## src/rtl/serial_word_pkg.sv

```systemverilog
// Shared types and constants for the serial word deserializer.
// SERIAL_WORD_PARITY_CHECK_EN adds a trailing even-parity bit per word.
package serial_word_pkg;

    localparam int unsigned DEFAULT_DATA_WIDTH = 4;

    typedef enum logic [1:0] {
        IDLE    = 2'd0,
        RECEIVE = 2'd1,
        PARITY  = 2'd2
    } state_t;

    // Counter must hold values 0..width inclusive.
    function automatic int unsigned cnt_width(input int unsigned width);
        return $clog2(width + 1);
    endfunction

endpackage

```

## src/rtl/serial_word_out_buffer.sv

```systemverilog
// Output holding register: valid/ready handshake, drop-on-full and sticky overrun.
// SERIAL_WORD_PARITY_CHECK_EN adds a parity error flag that travels with the word.
module serial_word_out_buffer
    import serial_word_pkg::*;
#(
    parameter int unsigned DATA_WIDTH = DEFAULT_DATA_WIDTH
) (
    input  logic                  clk,
    input  logic                  reset,
    input  logic                  word_done,
    input  logic [DATA_WIDTH-1:0] word,
`ifdef SERIAL_WORD_PARITY_CHECK_EN
    input  logic                  word_perr,
    output logic                  parity_err,
`endif
    input  logic                  ready,
    input  logic                  overrun_clear,
    output logic [DATA_WIDTH-1:0] data,
    output logic                  valid,
    output logic                  overrun
);

    logic transfer;
    logic can_load;
    logic drop;

    always_comb begin
        transfer = valid & ready;
        can_load = ~valid | transfer;
        drop     = word_done & ~can_load;
    end

    always_ff @(posedge clk) begin
        if (reset) begin
            data    <= '0;
            valid   <= 1'b0;
            overrun <= 1'b0;
`ifdef SERIAL_WORD_PARITY_CHECK_EN
            parity_err <= 1'b0;
`endif
        end else begin
            if (word_done && can_load) begin
                data  <= word;
                valid <= 1'b1;
`ifdef SERIAL_WORD_PARITY_CHECK_EN
                parity_err <= word_perr;
`endif
            end else if (transfer) begin
                valid <= 1'b0;
`ifdef SERIAL_WORD_PARITY_CHECK_EN
                parity_err <= 1'b0;
`endif
            end

            // A new drop takes priority over a simultaneous clear.
            if (drop) begin
                overrun <= 1'b1;
            end else if (overrun_clear) begin
                overrun <= 1'b0;
            end
        end
    end

endmodule

```

## src/rtl/serial_word_deserializer.sv

```systemverilog
// MSB-first serial-to-parallel word assembler with registered valid/ready output.
// Define SERIAL_WORD_PARITY_CHECK_EN to expect an even-parity bit after each word.
module serial_word_deserializer
    import serial_word_pkg::*;
#(
    parameter int unsigned DATA_WIDTH = DEFAULT_DATA_WIDTH
) (
    input  logic                  Clk_In,
    input  logic                  Reset_In,
    input  logic                  Enable_In,
    input  logic                  Serial_Data_In,
    input  logic                  Serial_Valid_In,
    input  logic                  Frame_Start_In,
    input  logic                  Data_Ready_In,
    input  logic                  Overrun_Clear_In,
    output logic [DATA_WIDTH-1:0] Parallel_Data_Out,
    output logic                  Data_Valid_Out,
    output logic                  Overrun_Error_Out,
    output logic                  Busy_Out
`ifdef SERIAL_WORD_PARITY_CHECK_EN
    ,
    output logic                  Parity_Error_Out
`endif
);

    localparam int unsigned CW = cnt_width(DATA_WIDTH);
    localparam logic [CW-1:0] LAST_DATA_COUNT = CW'(DATA_WIDTH - 1);

    state_t                state;
    logic [DATA_WIDTH-1:0] shift;
    logic [DATA_WIDTH-1:0] shift_next;
    logic [CW-1:0]         count;
    logic                  bit_accept;
    logic                  word_done;
    logic [DATA_WIDTH-1:0] word;
`ifdef SERIAL_WORD_PARITY_CHECK_EN
    logic                  word_perr;
`endif

    always_comb begin
        bit_accept = Enable_In & Serial_Valid_In;
        shift_next = {shift[DATA_WIDTH-2:0], Serial_Data_In};
    end

    // Completed words are registered here, giving one clock of latency into the buffer.
    always_ff @(posedge Clk_In) begin
        if (Reset_In) begin
            state     <= IDLE;
            shift     <= '0;
            count     <= '0;
            word_done <= 1'b0;
            word      <= '0;
            Busy_Out  <= 1'b0;
`ifdef SERIAL_WORD_PARITY_CHECK_EN
            word_perr <= 1'b0;
`endif
        end else begin
            word_done <= 1'b0;
            if (bit_accept) begin
                if (Frame_Start_In) begin
                    // Resync from any state: drop the partial word silently.
                    shift    <= {{(DATA_WIDTH-1){1'b0}}, Serial_Data_In};
                    count    <= CW'(1);
                    state    <= RECEIVE;
                    Busy_Out <= 1'b1;
                end else begin
                    case (state)
                        RECEIVE: begin
                            shift <= shift_next;
                            if (count == LAST_DATA_COUNT) begin
`ifdef SERIAL_WORD_PARITY_CHECK_EN
                                count <= CW'(DATA_WIDTH);
                                state <= PARITY;
`else
                                count     <= '0;
                                state     <= IDLE;
                                Busy_Out  <= 1'b0;
                                word_done <= 1'b1;
                                word      <= shift_next;
`endif
                            end else begin
                                count <= count + CW'(1);
                            end
                        end
`ifdef SERIAL_WORD_PARITY_CHECK_EN
                        PARITY: begin
                            count     <= '0;
                            state     <= IDLE;
                            Busy_Out  <= 1'b0;
                            word_done <= 1'b1;
                            word      <= shift;
                            word_perr <= (^shift) ^ Serial_Data_In;
                        end
`endif
                        default: begin
                            state <= IDLE;
                        end
                    endcase
                end
            end
        end
    end

    serial_word_out_buffer #(
        .DATA_WIDTH (DATA_WIDTH)
    ) u_out_buffer (
        .clk           (Clk_In),
        .reset         (Reset_In),
        .word_done     (word_done),
        .word          (word),
`ifdef SERIAL_WORD_PARITY_CHECK_EN
        .word_perr     (word_perr),
        .parity_err    (Parity_Error_Out),
`endif
        .ready         (Data_Ready_In),
        .overrun_clear (Overrun_Clear_In),
        .data          (Parallel_Data_Out),
        .valid         (Data_Valid_Out),
        .overrun       (Overrun_Error_Out)
    );

endmodule

```

## config.mk

```make
export PLATFORM = sky130hd
export DESIGN_NAME = serial_word_deserializer
export DESIGN_NICKNAME = d
export VERILOG_FILES = /design/src/rtl/serial_word_pkg.sv /design/src/rtl/serial_word_out_buffer.sv /design/src/rtl/serial_word_deserializer.sv
export SDC_FILE = /design/constraint.sdc
export NUM_CORES = 1
export LEC_CHECK = 0
export ABC_AREA = 1
export ABC_CLOCK_PERIOD_IN_PS = 1100
export BUFFER_PORTS_ARGS = -buffer_cell sky130_fd_sc_hd__buf_2
export CAP_MARGIN = 10
export CORE_MARGIN = 1.5
export CORE_UTILIZATION = 40
export DETAILED_ROUTE_END_ITERATION = 6
export PLACE_DENSITY = 0.58
export SYNTH_ARGS = -nofsm -noshare
export SYNTH_HDL_FRONTEND = slang
export SYNTH_HIERARCHICAL = 1
export SYNTH_SLANG_ARGS = --single-unit
```

## constraint.sdc

```tcl
create_clock -name Clk_In -period 1.1 [get_ports Clk_In]
set_input_delay 0.11 -clock Clk_In [delete_from_list [all_inputs] [get_ports Clk_In]]
set_output_delay 0.11 -clock Clk_In [all_outputs]
set_load 0.01 [all_outputs]
```

==> run summary, run 1 <==
In this run the clock root is driven by a sky130_fd_sc_hd__clkbuf_4. In this run the most critical hold path is launched from Overrun_Clear_In. The die height came out at 48.0 um. The minimum period implied by the final worst setup slack is 1.02 ns. The cell depth of the worst min-delay path came out at 4.

For this design the top-level I/O count stands at 15. The count of nets left with antenna violations after detail routing came out at 0. The worst-case clock skew is 0.00443 ns. In this run the worst path has a maximum fanout of 6. The initial antenna violation count was 0. The count of endpoints failing hold in the final timing report is 0. The count of synthesis-stage warnings from yosys is 6.

The cell leakage power is 0.432 nW. The latest clock arrival within the worst-skew pair is 0.29 ns. The cell count after synthesis came out at 114.

The arrival time of data at the critical path endpoint is 1.21 ns. The number of vias per cell after detailed routing came out at 4.59. The final number of max-transition violations came out at 0. The length of the first detailed-routing pass in iterations is 2. STA classifies the critical path endpoint as a flip-flop. The number of DRC markers after the initial detailed-route iteration came out at 3. Of the synthesized area, sequential elements account for 0.471. The worst-case IR drop observed on VDD is 0.514 mV.

The path with the worst hold slack has its endpoint at u_out_buffer/overrun. The number of buffer cells added on primary ports came out at 14. In the layout the commonest cells are 21 x sky130_fd_sc_hd__nand2_1, 17 x sky130_fd_sc_hd__dfxtp_1, 15 x sky130_fd_sc_hd__inv_1, 15 x sky130_fd_sc_hd__nand3_1, 14 x sky130_fd_sc_hd__buf_2. The number of buffers inserted during clock tree synthesis is 3. For this design the total switching power over the nets is 0.000262 W. The measured slew at the worst slew-check pin is 0.320 ns. The endpoint identified for the worst register-to-register timing path is word[3].

The synthesized area per cell is 7.09 um^2. The total power consumption of the routed design is 0.00113 W. Leaving out fill and tap cells, the most frequent cell in the layout is sky130_fd_sc_hd__nand2_1. Measured against its own limit, the worst slew margin works out to 0.786.

The min-delay analysis places its worst path in the category in2reg. The internal power came out at 0.000865 W. The layout cell share with drive strength beyond 1 is 0.231.

The switching part of the total power is 0.232. The die covers 2300 um^2. The total power density per cell area is 1190 nW/um^2. The starting density of the core is 0.421. The core occupancy in the finished layout came out at 0.493. The highest attainable clock frequency came out at 0.984 GHz.

Counting every sink on the clock net gives 19. The setup check on the worst reg-to-reg path leaves a slack of 0.08 ns. The region available for standard cell placement spans 1920 um^2. The count of different cell masters after synthesis is 15. The ratio of final minimum period to clock period came out at 0.924. For this run, the post-layout net count is 140.

The total placed cells including tap cells came out at 153. Counting every net in the synthesized netlist gives 123. The number of filler instances in the final layout came out at 225. The share of total power dissipated in sequential elements is 0.623. The worst setup path is launched from a flip-flop. Synthesis inferred 19 register bits. The congestion estimate from routability-driven global placement came to 0.774. The total via count in the routed design came out at 720. At the worst endpoint, the required time is 1.29 ns. The final HPWL from detailed placement is 1.10 mm.

The path depth of the worst reg2reg path came out at 6. The number of setup violations in the final report is 0. The clock tree from TritonCTS is built. In this run, post-CTS hold repair placed 0 buffers. Of the total power, the clock network draws 0.303. Setup repair after global routing could not meet its margin everywhere. The maximum number of pins on one net before global-route repair is 13. The maximum count of clock buffers along a single path came out at 2.

The routed wire length is 1.48 mm. The via count of the first global-routing pass is 566. The part of the total power dissipated in combinational logic came out at 0.074.

The flow ran to the end, and the final reports show no timing, DRC or antenna violations. The post-detailed-route wirelength per cell came out at 9.41 um. The DRC violation count after routing is 0. The placement row count came out at 16. Across the run, the number of max-cap violations was 0.

The width of the die is 48.0 um. The aggregate global routing overflow is 0. The clock transition time at the flip-flop clock pins of the worst setup and hold paths is 0.10 ns. In this run the critical register-to-register path is launched from count[0]. The area added between synthesis and finish is 17.3%. The setup path with the least slack is of type reg2reg. The number of diodes added for antenna fixing came out at 0. CTS built an H-tree with a depth of 1. The wire length of the first global-routing pass is 2.19 mm.

The combined area of all synthesized cells came out at 808 um^2. The total global routing track utilization came out at 0.139. The final standard cell count with taps included and fillers excluded came out at 157.
[worst max path at each step]
| stage | startpoint | end | slack, ns | cells past startpoint |
|---|---|---|---|---|
| finish | count[0] | word[3] | 0.08 | 6 |
| global route | count[0] | word[1] | -0.004 | 6 |
| CTS | count[1] | word[3] | 0.01 | 6 |
| detailed placement | count[0] | word[3] | 0.01 | 6 |
| global placement | count[0] | word[2] | 0.06 | 6 |
| floorplan | count[0] | word[0] | 0.11 | 6 |
[state kept, by name (all words and copies together) (netlist names)]
| name | cells |
|---|---|
| u_out_buffer/overrun | 1 |
| shift | 3 |
| u_out_buffer/data | 4 |
| Busy_Out | 1 |
| u_out_buffer/valid | 1 |
| count | 3 |
| word_done | 1 |
| word | 4 |
| state | 1 |
[cell type report]
cell class | instances | area [um^2] | area share
timing repair buffer | 14 | 70.1 | 0.0739
multi-input combinational | 72 | 354 | 0.373
tap | 27 | 33.8 | 0.0356
clock buffer | 4 | 26.3 | 0.0277
sequential | 19 | 385 | 0.406
inverter | 21 | 78.8 | 0.0831
[through the flow]
stage	setup TNS, ns	hold slack, ns	setup WS (ns)	cell area, um^2
after floorplan	0	0.179	0.113	808
after global placement	0	0.364	0.0601	900
after detailed placement	0	0.370	0.0123	900
after CTS	0	0.0424	0.0121	927
after global routing	-0.00607	0.0629	-0.00367	948
final	0	0.0542	0.0836	948
[logic make-up (layout without fill, tap and decap cells)]
kind of cell,Yosys count,in the layout,share of synthesized area
adders and majority gates,1,1,0.0155
DFF,19,19,0.471
buffers and inverters,23,39,0.113
AOI/OAI and AO/OA,13,13,0.0805
and+or+nand+nor,58,58,0.320
[metal layers]
| metal | track usage | part of all wire |
|---|---|---|
| met3 | 0.0340 | 0.040 |
| met5 | 0 | 0 |
| met4 | 0.0811 | 0.019 |
| met2 | 0.237 | 0.49 |
| met1 | 0.155 | 0.45 |
[cells in the mapped netlist]
cell type | instances | area (um^2)
sky130_fd_sc_hd__nand2_1 | 22 | 82.6
sky130_fd_sc_hd__a21oi_1 | 12 | 60.1
sky130_fd_sc_hd__ha_1 | 1 | 12.5
sky130_fd_sc_hd__inv_2 | 5 | 18.8
sky130_fd_sc_hd__nand4_1 | 4 | 25.0
sky130_fd_sc_hd__inv_1 | 15 | 56.3
sky130_fd_sc_hd__clkinv_1 | 1 | 3.75
sky130_fd_sc_hd__nor2_1 | 14 | 52.6
sky130_fd_sc_hd__buf_4 | 1 | 7.51
sky130_fd_sc_hd__nand2_2 | 2 | 12.5
sky130_fd_sc_hd__dfxtp_1 | 19 | 380
sky130_fd_sc_hd__nand3_1 | 15 | 75.1
sky130_fd_sc_hd__o21ai_0 | 1 | 5.00
sky130_fd_sc_hd__buf_2 | 1 | 5.00
sky130_fd_sc_hd__nand2_4 | 1 | 11.3
[power groups by stage]
stage	sequential, W	combinational (W)	clock [W]
2_1_floorplan	0.000717	0.0000510	0
3_3_place_gp	0.000717	0.0000801	0
3_5_place_dp	0.000717	0.0000817	0
4_1_cts	0.000702	0.0000822	0.000366
5_1_grt	0.000703	0.0000946	0.000395
6_report	0.000702	0.0000834	0.000341
[worst max-delay path: stages, from the launching register on]
cell	delay (ns)
sky130_fd_sc_hd__dfxtp_4	0.38
sky130_fd_sc_hd__ha_4	0.13
sky130_fd_sc_hd__nand2_2	0.07
sky130_fd_sc_hd__nor2_2	0.11
sky130_fd_sc_hd__nand2_2	0.09
sky130_fd_sc_hd__nand3_1	0.08
sky130_fd_sc_hd__nand2_1	0.05
[what timing repair did]
| item | 4_1_cts | 5_1_grt |
|---|---|---|
| hold endpoints to repair | 0 | 0 |
| endpoints found under the setup margin | 3 | 6 |
| cloned | 0 | 0 |
| gates resized for setup | 1 | 6 |
| pin swaps | 0 | 1 |
| setup buffers | 0 | 0 |
Power figures use the tool's default switching activity.
==> run 2: changes to the inputs <==
--- a/config.mk
+++ b/config.mk
@@ -9,10 +9,12 @@
 export ABC_CLOCK_PERIOD_IN_PS = 1100
 export BUFFER_PORTS_ARGS = -buffer_cell sky130_fd_sc_hd__buf_2
 export CAP_MARGIN = 10
+export CORE_ASPECT_RATIO = 1.4
 export CORE_MARGIN = 1.5
 export CORE_UTILIZATION = 40
 export DETAILED_ROUTE_END_ITERATION = 6
 export PLACE_DENSITY = 0.58
+export SLEW_MARGIN = 5
 export SYNTH_ARGS = -nofsm -noshare
 export SYNTH_HDL_FRONTEND = slang
 export SYNTH_HIERARCHICAL = 1
==> run 2 against run 1 <==
Register-to-register slack barely moved; clock skew barely moved; wire length fell by 2.5%; fmax barely moved; non-clock buffer count rose by 1; combinational power fell by 1%; sequential share of layout area fell by 0.21 points; clock-buffer cell count did not move; hold slack improved by 0.0016 ns; sequential power barely moved; die area rose by 0.17%.
==> run summary, run 2 (synthesis gave the netlist of run 1 again) <==
The total die area is 2300 um^2 (+0.17%). The post-layout instance area came out at 953 um^2 (+0.53%). The met3 track utilization from global routing came out at 0.0480 (+0.0140).

The total global routing track utilization is 0.158 (+0.0192). The largest registers in the layout are u_out_buffer/data (4), word (4). The instance area at placement came to 892 um^2 (-0.83%). STA classifies the critical path endpoint as a flip-flop. The number of DRC markers after the initial detailed-route iteration is 6 (+3). The most critical setup path has its endpoint at word[0]. The minimum setup slack among reg-to-reg paths was 0.08 ns (about the same). The maximum count of clock buffers along a single path came out at 2 (unchanged). The met1 capacity usage during global routing came out at 0.182 (+0.0274).

The worst-case clock skew is 0.00465 ns (+0.000220 ns). The number of levels the H-tree was split into was 1 (unchanged). The layout cell share with drive strength beyond 1 came to 0.244 (+0.0135).

The number of diodes added for antenna fixing came to 0 (unchanged). The final number of max-transition violations is 0 (unchanged). The total via count in the routed design is 738 (+2.5%).

The area growth from synthesis to layout is 18.0%. The type of the most critical hold path is in2reg. The run finished with clean final reports.

The setup path with the least slack is of type reg2reg. The number of buffers inserted during clock tree synthesis is 3 (unchanged). The TritonCTS sink count came out at 19 (unchanged). Leaving out fill and tap cells, the most frequent cell in the layout is sky130_fd_sc_hd__nand2_1. The initial antenna violation count came out at 0 (unchanged). The maximum number of pins on one net before global-route repair came out at 13 (unchanged). The number of setup violations in the final report is 0 (unchanged). The number of filler instances in the final layout came out at 215 (-4.4%). The placement row count is 19 (+3).

The count of pins on the block boundary came to 15 (unchanged). The required time of the critical path came out at 1.30 ns (about the same). The count of nets left with antenna violations after detail routing came out at 0 (unchanged). The number of nets at the end of the flow was 141 (+0.71%). The smallest setup slack after layout was 0.0832 ns (-0.000391 ns). In the layout the commonest cells are 21 x sky130_fd_sc_hd__nand2_1, 17 x sky130_fd_sc_hd__dfxtp_1, 15 x sky130_fd_sc_hd__inv_1. The measured slew at the worst slew-check pin was 0.341 ns (+0.0206 ns).

The path depth of the worst reg2reg path was 6 (unchanged). The arrival time of data at the critical path endpoint came out at 1.22 ns (about the same). The worst setup path is launched from a flip-flop. The global placement routability congestion came out at 0.793 (+2.5%).

The max-capacitance violation count came out at 0 (unchanged). The routed wire length came out at 1.44 mm (-2.5%). The maximum fanout along the worst path came out at 6 (unchanged). The via count of the first global-routing pass was 611 (+8.0%). The DRC violation count after routing came out at 0 (unchanged). The wire length of the first global-routing pass is 2.47 mm (+13%).

The length of the first detailed-routing pass in iterations came to 4 (+2). The global-route met2 utilization came to 0.250 (+0.0127). The startpoint identified for the worst register-to-register timing path is count[0]. The tree is rooted in a sky130_fd_sc_hd__clkbuf_4. The placeable core region is 1930 um^2 (+0.20%). The number of buffer cells added on primary ports came out at 14 (unchanged). The ratio of final minimum period to clock period was 0.924 (about the same). Setup repair after global routing could not meet its margin everywhere. The latest clock arrival within the worst-skew pair is 0.29 ns (about the same). The number of vias per cell after detailed routing came out at 4.86 (+5.9%). TritonCTS built the clock tree. The global routing stage identified its most utilized layer as met2. The aggregate global routing overflow came out at 0 (unchanged). In this run the worst setup path begins at count[0]. The highest attainable clock frequency came out at 0.983 GHz (about the same). The width of the die came out at 41.0 um (-15%). The count of endpoints failing hold in the final timing report is 0 (unchanged). The area occupied by multi-input gates came out at 359 um^2 (+1.4%). The area used by sequential logic in the layout was 385 um^2 (unchanged). The relative slew slack is 0.773 (-0.0137). The pre-CTS setup slack came out at 0.00927 ns (-0.00299 ns). The post-detailed-route wirelength per cell is 9.47 um (+0.70%). The clock transition time at the flip-flop clock pins of the worst setup and hold paths is 0.10 ns (about the same).

The worst flop-to-flop path endpoint is word[0]. The worst vdd rail ir drop is 0.760 mV (+48%). The post-route setup TNS came out at 0 ns (unchanged). The starting density of the core came out at 0.420 (-0.000820). The die height came to 56.2 um (+17%).

The minimum period implied by the final worst setup slack was 1.02 ns (+0.000391 ns). The cell leakage power came out at 0.438 nW (+1.3%). The final HPWL from detailed placement came out at 1.13 mm (+2.3%). The total power density per cell area is 1190 nW/um^2 (-0.13%).
run 2: changes by cell type in the layout (fill, tap and decap cells not counted):
| cell | delta |
|---|---|
| sky130_fd_sc_hd__buf_4 | +1 |
| sky130_fd_sc_hd__nand3_1 | -1 |
| sky130_fd_sc_hd__nand3_2 | +1 |
run 2: worst min path at each step:
| stage | cells past startpoint | from | end | slack, ns |
|---|---|---|---|---|
| 2_1_floorplan | 1 | Reset_In | u_out_buffer/overrun | 0.18 |
| 3_3_place_gp | 4 | Overrun_Clear_In | u_out_buffer/overrun | 0.36 |
| 3_5_place_dp | 4 | Overrun_Clear_In | u_out_buffer/overrun | 0.38 |
| 4_1_cts | 4 | Overrun_Clear_In | u_out_buffer/overrun | 0.05 |
| 5_1_grt | 4 | Overrun_Clear_In | u_out_buffer/overrun | 0.07 |
| 6_report | 4 | Overrun_Clear_In | u_out_buffer/overrun | 0.06 |
run 2: layer usage:
layer	vias to the layer above	wire length, um	part of all wire
li1	395	-	-
met1	318	585	0.41
met2	20	748	0.52
met3	5	71	0.049
met4	0	36	0.025
met5	-	0	0
run 2: layout make-up:
cell class / instances / share of cell area
Sequential cell: 19 / 0.404
Timing Repair Buffer: 15 / 0.0814
Clock buffer: 4 / 0.0276
Inverter: 21 / 0.0827
Tap cell: 21 / 0.0276
Multi-Input combinational cell: 72 / 0.377
run 2: report_power, final:
part	leakage [nW]	total [W]	switching, W	internal (W)
clock network	0.0150	0.000346	0.000205	0.000141
logic	0.268	0.0000823	0.0000530	0.0000293
registers	0.155	0.000702	0.00000707	0.000695
run 2: what timing repair did:
action / in CTS / in global routing
buffers inserted: 0 / 1
gates resized for setup: 1 / 7
pin swaps: 0 / 2
hold buffers: 0 / 0
endpoints found under the setup margin: 1 / 8
run 2: critical path, cell delays in order (launching register included):
cell and delay, ns:
sky130_fd_sc_hd__dfxtp_4 0.38, sky130_fd_sc_hd__ha_4 0.13, sky130_fd_sc_hd__nand2_2 0.07, sky130_fd_sc_hd__nor2_2 0.12, sky130_fd_sc_hd__nand2_2 0.11, sky130_fd_sc_hd__nand3_1 0.09, sky130_fd_sc_hd__nand2_1 0.05
run 2: per-stage QoR:
step / utilization / power [W] / std cells / hold WS, ns
2_1_floorplan: - / 0.000768 / 114 / 0.179
3_3_place_gp: 0.463 / 0.000797 / 147 / 0.363
3_5_place_dp: 0.463 / 0.000799 / 147 / 0.377
4_1_cts: 0.478 / 0.00115 / 151 / 0.0513
5_1_grt: 0.495 / 0.00121 / 152 / 0.0663
6_report: 0.495 / 0.00113 / 152 / 0.0558
==> run 3: changes to the inputs <==
--- a/config.mk
+++ b/config.mk
@@ -5,15 +5,14 @@
 export SDC_FILE = /design/constraint.sdc
 export NUM_CORES = 1
 export LEC_CHECK = 0
-export ABC_AREA = 1
-export ABC_CLOCK_PERIOD_IN_PS = 1100
+export ABC_CLOCK_PERIOD_IN_PS = 910
 export BUFFER_PORTS_ARGS = -buffer_cell sky130_fd_sc_hd__buf_2
 export CAP_MARGIN = 10
 export CORE_ASPECT_RATIO = 1.4
 export CORE_MARGIN = 1.5
 export CORE_UTILIZATION = 40
 export DETAILED_ROUTE_END_ITERATION = 6
-export PLACE_DENSITY = 0.58
+export PLACE_DENSITY = 0.59
 export SLEW_MARGIN = 5
 export SYNTH_ARGS = -nofsm -noshare
 export SYNTH_HDL_FRONTEND = slang
==> constraint.sdc (replaced) <==
create_clock -name Clk_In -period 0.91 [get_ports Clk_In]
set_input_delay 0.091 -clock Clk_In [delete_from_list [all_inputs] [get_ports Clk_In]]
set_output_delay 0.091 -clock Clk_In [all_outputs]
set_load 0.01 [all_outputs]
==> run 3 against run 2 <==
The run now ends with setup timing left; sequential cell count did not move; combinational power up 42%; synthesized area rose by 8.0%; clock-buffer cell count decreased by 1; via count is 11% lower; critical endpoint unchanged; design area grew 14%; critical path depth down 1; wire length is 1.5% higher.
==> run summary, run 3 <==
The run finished, with violations left. The final reports fail on setup timing. The count of different cell masters after synthesis came to 27 (+12). The number of nets at the end of the flow came to 118 (-16%). The total global routing track utilization is 0.135 (-0.0227). The synthesized area per cell came out at 10.0 um^2 (+42%). The measured slew at the worst slew-check pin came out at 0.396 ns (+0.0553 ns). The number of buffer cells added on primary ports came out at 14 (unchanged). The length of the first detailed-routing pass in iterations came out at 3 (-1). The number of levels the H-tree was split into is 1 (unchanged). The required time of the critical path was 1.16 ns (-0.14 ns). STA classifies the critical path startpoint as a flip-flop.

Leaving out fill and tap cells, the most frequent cells in the layout are 19 x sky130_fd_sc_hd__nand2b_1, 15 x sky130_fd_sc_hd__dfxtp_1, 14 x sky130_fd_sc_hd__buf_2. The post-layout instance area came out at 1090 um^2 (+14%). The placeable core region was 2020 um^2 (+4.9%). The library cell used most frequently in the layout, excluding fill and tap cells, is sky130_fd_sc_hd__nand2b_1. The highest attainable clock frequency is 0.829 GHz (-16%). The most critical setup path has its startpoint at count[0]. The number of enable flip-flop cells after synthesis came out at 0 (unchanged).

The final standard cell count with taps included and fillers excluded is 129 (-15%). The smallest setup slack after layout is -0.296 ns (-0.379 ns). The count of pins on the block boundary came out at 15 (unchanged).

Counting instances in the post-synthesis netlist gives the leading cell types as 19 x sky130_fd_sc_hd__dfxtp_1, 19 x sky130_fd_sc_hd__nand2b_1, 9 x sky130_fd_sc_hd__mux2i_1. The clock transition time at the flip-flop clock pins of the worst setup and hold paths is 0.11 ns (about the same). The count of nets left with antenna violations after detail routing came out at 0 (unchanged). The instance area at placement is 996 um^2 (+12%). The die height is 58.3 um (+3.7%). The cell type contributing the most total cell area after synthesis is sky130_fd_sc_hd__dfxtp_1. The synthesized net count is 96 (-22%). The worst hold slack was 0.0275 ns (-0.0283 ns). The sequential area share after synthesis came to 0.436 (-0.0351). The wire length of the first global-routing pass came out at 2.52 mm (+1.9%). The master of the slowest instance on the critical path is sky130_fd_sc_hd__dfxtp_2.

The placement row count is 19 (unchanged). The global placement routability congestion is 0.677 (-15%). The cell leakage power came to 0.422 nW (-3.6%). The count of synthesis-stage warnings from yosys is 6 (unchanged). The final number of max-transition violations came out at 0 (unchanged). The minimum period implied by the final worst setup slack came out at 1.21 ns (+0.189 ns). The area added between synthesis and finish came out at 24.4%. The layout cell share with drive strength beyond 1 came out at 0.398 (+0.154). The combined area of all synthesized cells is 873 um^2 (+8.0%). The number of setup violations in the final report is 12 (+12). The aggregate global routing overflow was 0 (unchanged). The minimum setup slack among reg-to-reg paths was -0.30 ns (-0.38 ns). The count of endpoints failing hold in the final timing report came out at 0 (unchanged). The number of register bits inferred by synthesis was 19 (unchanged). The largest registers in the layout are u_out_buffer/data (4), word (4). The number of DRC markers after the initial detailed-route iteration came to 14 (+8).

The ratio of final minimum period to clock period came out at 1.33 (+0.401). The max-capacitance violation count came to 0 (unchanged). The fraction of post-synthesis cell area in the top cell type by area is 0.436 (-0.0351). The total placed cells including tap cells came out at 122 (-17%). The total power consumption of the routed design came to 0.00141 W (+25%).

Setup repair after global routing could not meet its margin everywhere. The arrival time of data at the critical path endpoint was 1.45 ns (+0.23 ns). Yosys attributes the largest share of cell area to sky130_fd_sc_hd__dfxtp_1 44%, sky130_fd_sc_hd__nand2b_1 14%, sky130_fd_sc_hd__mux2i_1 10%, sky130_fd_sc_hd__nor2_1 3.0%, sky130_fd_sc_hd__nor2b_1 2.9%. The initial antenna violation count came to 0 (unchanged). The worst hold path startpoint is Serial_Data_In. The number of diodes added for antenna fixing was 0 (unchanged). The root buffer selected by CTS is sky130_fd_sc_hd__clkbuf_4. The post-detailed-route wirelength per cell came to 11.3 um (+20%).

The number of vias per cell after detailed routing came to 5.07 (+4.4%). The routed wire length came to 1.46 mm (+1.5%). The cell count after synthesis is 87 (-24%). The total power density per cell area was 1300 nW/um^2 (+9.9%). The final HPWL from detailed placement came out at 986 um (-12%). The worst setup path is captured at a flip-flop.

The setup path with the least slack is of type reg2reg. The share of flip-flops with an asynchronous set or reset after synthesis came to 0 (unchanged). The width of the die was 42.5 um (+3.7%). The via count of the first global-routing pass is 602 (-1.5%). The signal on the critical path passes through ha_4 -> nand4b_4 -> nor3b_4 -> buf_6 -> mux2i_1. The latest clock arrival within the worst-skew pair came out at 0.31 ns (+0.02 ns).

The worst-case clock skew was 0.00494 ns (+0.000291 ns). The clock tree from TritonCTS is built. The maximum number of pins on one net before global-route repair was 30 (+17). The starting density of the core came out at 0.432 (+0.0124). The min-delay analysis places its worst path in the category in2reg. The launching point of the worst reg2reg path is count[0].

The number of buffers inserted during clock tree synthesis is 3 (unchanged). The maximum cell stage delay along the critical path came out at 0.37 ns (about the same). The TritonCTS sink count was 19 (unchanged). The maximum count of clock buffers along a single path came to 2 (unchanged). The total via count in the routed design is 654 (-11%). The worst vdd rail ir drop was 0.941 mV (+24%).

The number of hold buffers added after cts is 0 (unchanged). The DRC violation count after routing is 0 (unchanged). The relative slew slack is 0.736 (-0.0365).

The total die area came out at 2480 um^2 (+7.5%). The maximum fanout along the worst path came to 6 (unchanged). For this run, the leading register cell type out of synthesis is sky130_fd_sc_hd__dfxtp_1.
run 3: what timing repair did:
item	in CTS	in global routing
setup endpoints to repair	16	16
pin swaps	7	3
cloned	0	0
setup buffers	2	1
gates resized for setup	4	7
run 3: final timing paths:
check / end / depth (start not counted)
max: word[0] / 5
min: shift[0] / 3
max reg2reg: word[0] / 5
min reg2reg: u_out_buffer/data[0] / 2
run 3: layout make-up:
cell class	count	area, um^2
inverter	1	3.75
timing repair buffer	24	153
multi-input combinational	60	488
sequential	19	385
clock buffer	3	22.5
tap	21	26.3
clock inverter	1	7.51
fill	194	935
run 3: critical path: cells and delay by family (launching register included):
kind	cells	cell delay, ns
flip-flops	1	0.37
AND/OR/NAND/NOR	2	0.31
multiplexers	1	0.17
adder cells (fa/ha/maj)	1	0.15
buffers and inverters	1	0.15
run 3: cells by family (layout without fill, tap and decap cells):
family                   after synthesis  after routing  share of synthesized area
adder cells (fa/ha/maj)                1              1                     0.0143
multiplexers                           9              9                      0.103
AO/OA/AOI/OAI                         13             13                      0.105
AND/OR/NAND/NOR                       37             37                      0.291
buffers and inverters                  8             29                     0.0516
flip-flops                            19             19                      0.436
run 3: power breakdown:
group	switching [W]	internal [W]	total, W
Sequential	0.00000798	0.000842	0.000850
Clock	0.000279	0.000168	0.000447
Combinational	0.0000605	0.0000567	0.000117
Total	0.000348	0.00107	0.00141
run 3: through the flow:
step | worst slack (ns) | util | setup TNS, ns
after floorplan | -0.276 | - | -1.77
after global placement | -0.267 | 0.493 | -2.13
after detailed placement | -0.303 | 0.493 | -2.36
after CTS | -0.289 | 0.523 | -2.21
after global routing | -0.384 | 0.537 | -3.20
final | -0.296 | 0.537 | -2.39
run 3: routing by layer:
metal	up-vias	global-route usage	routed length (um)
li1	336	-	-
met1	301	0.161	679
met2	12	0.215	694
met3	5	0.0187	41
met4	0	0.107	46
met5	-	0	0
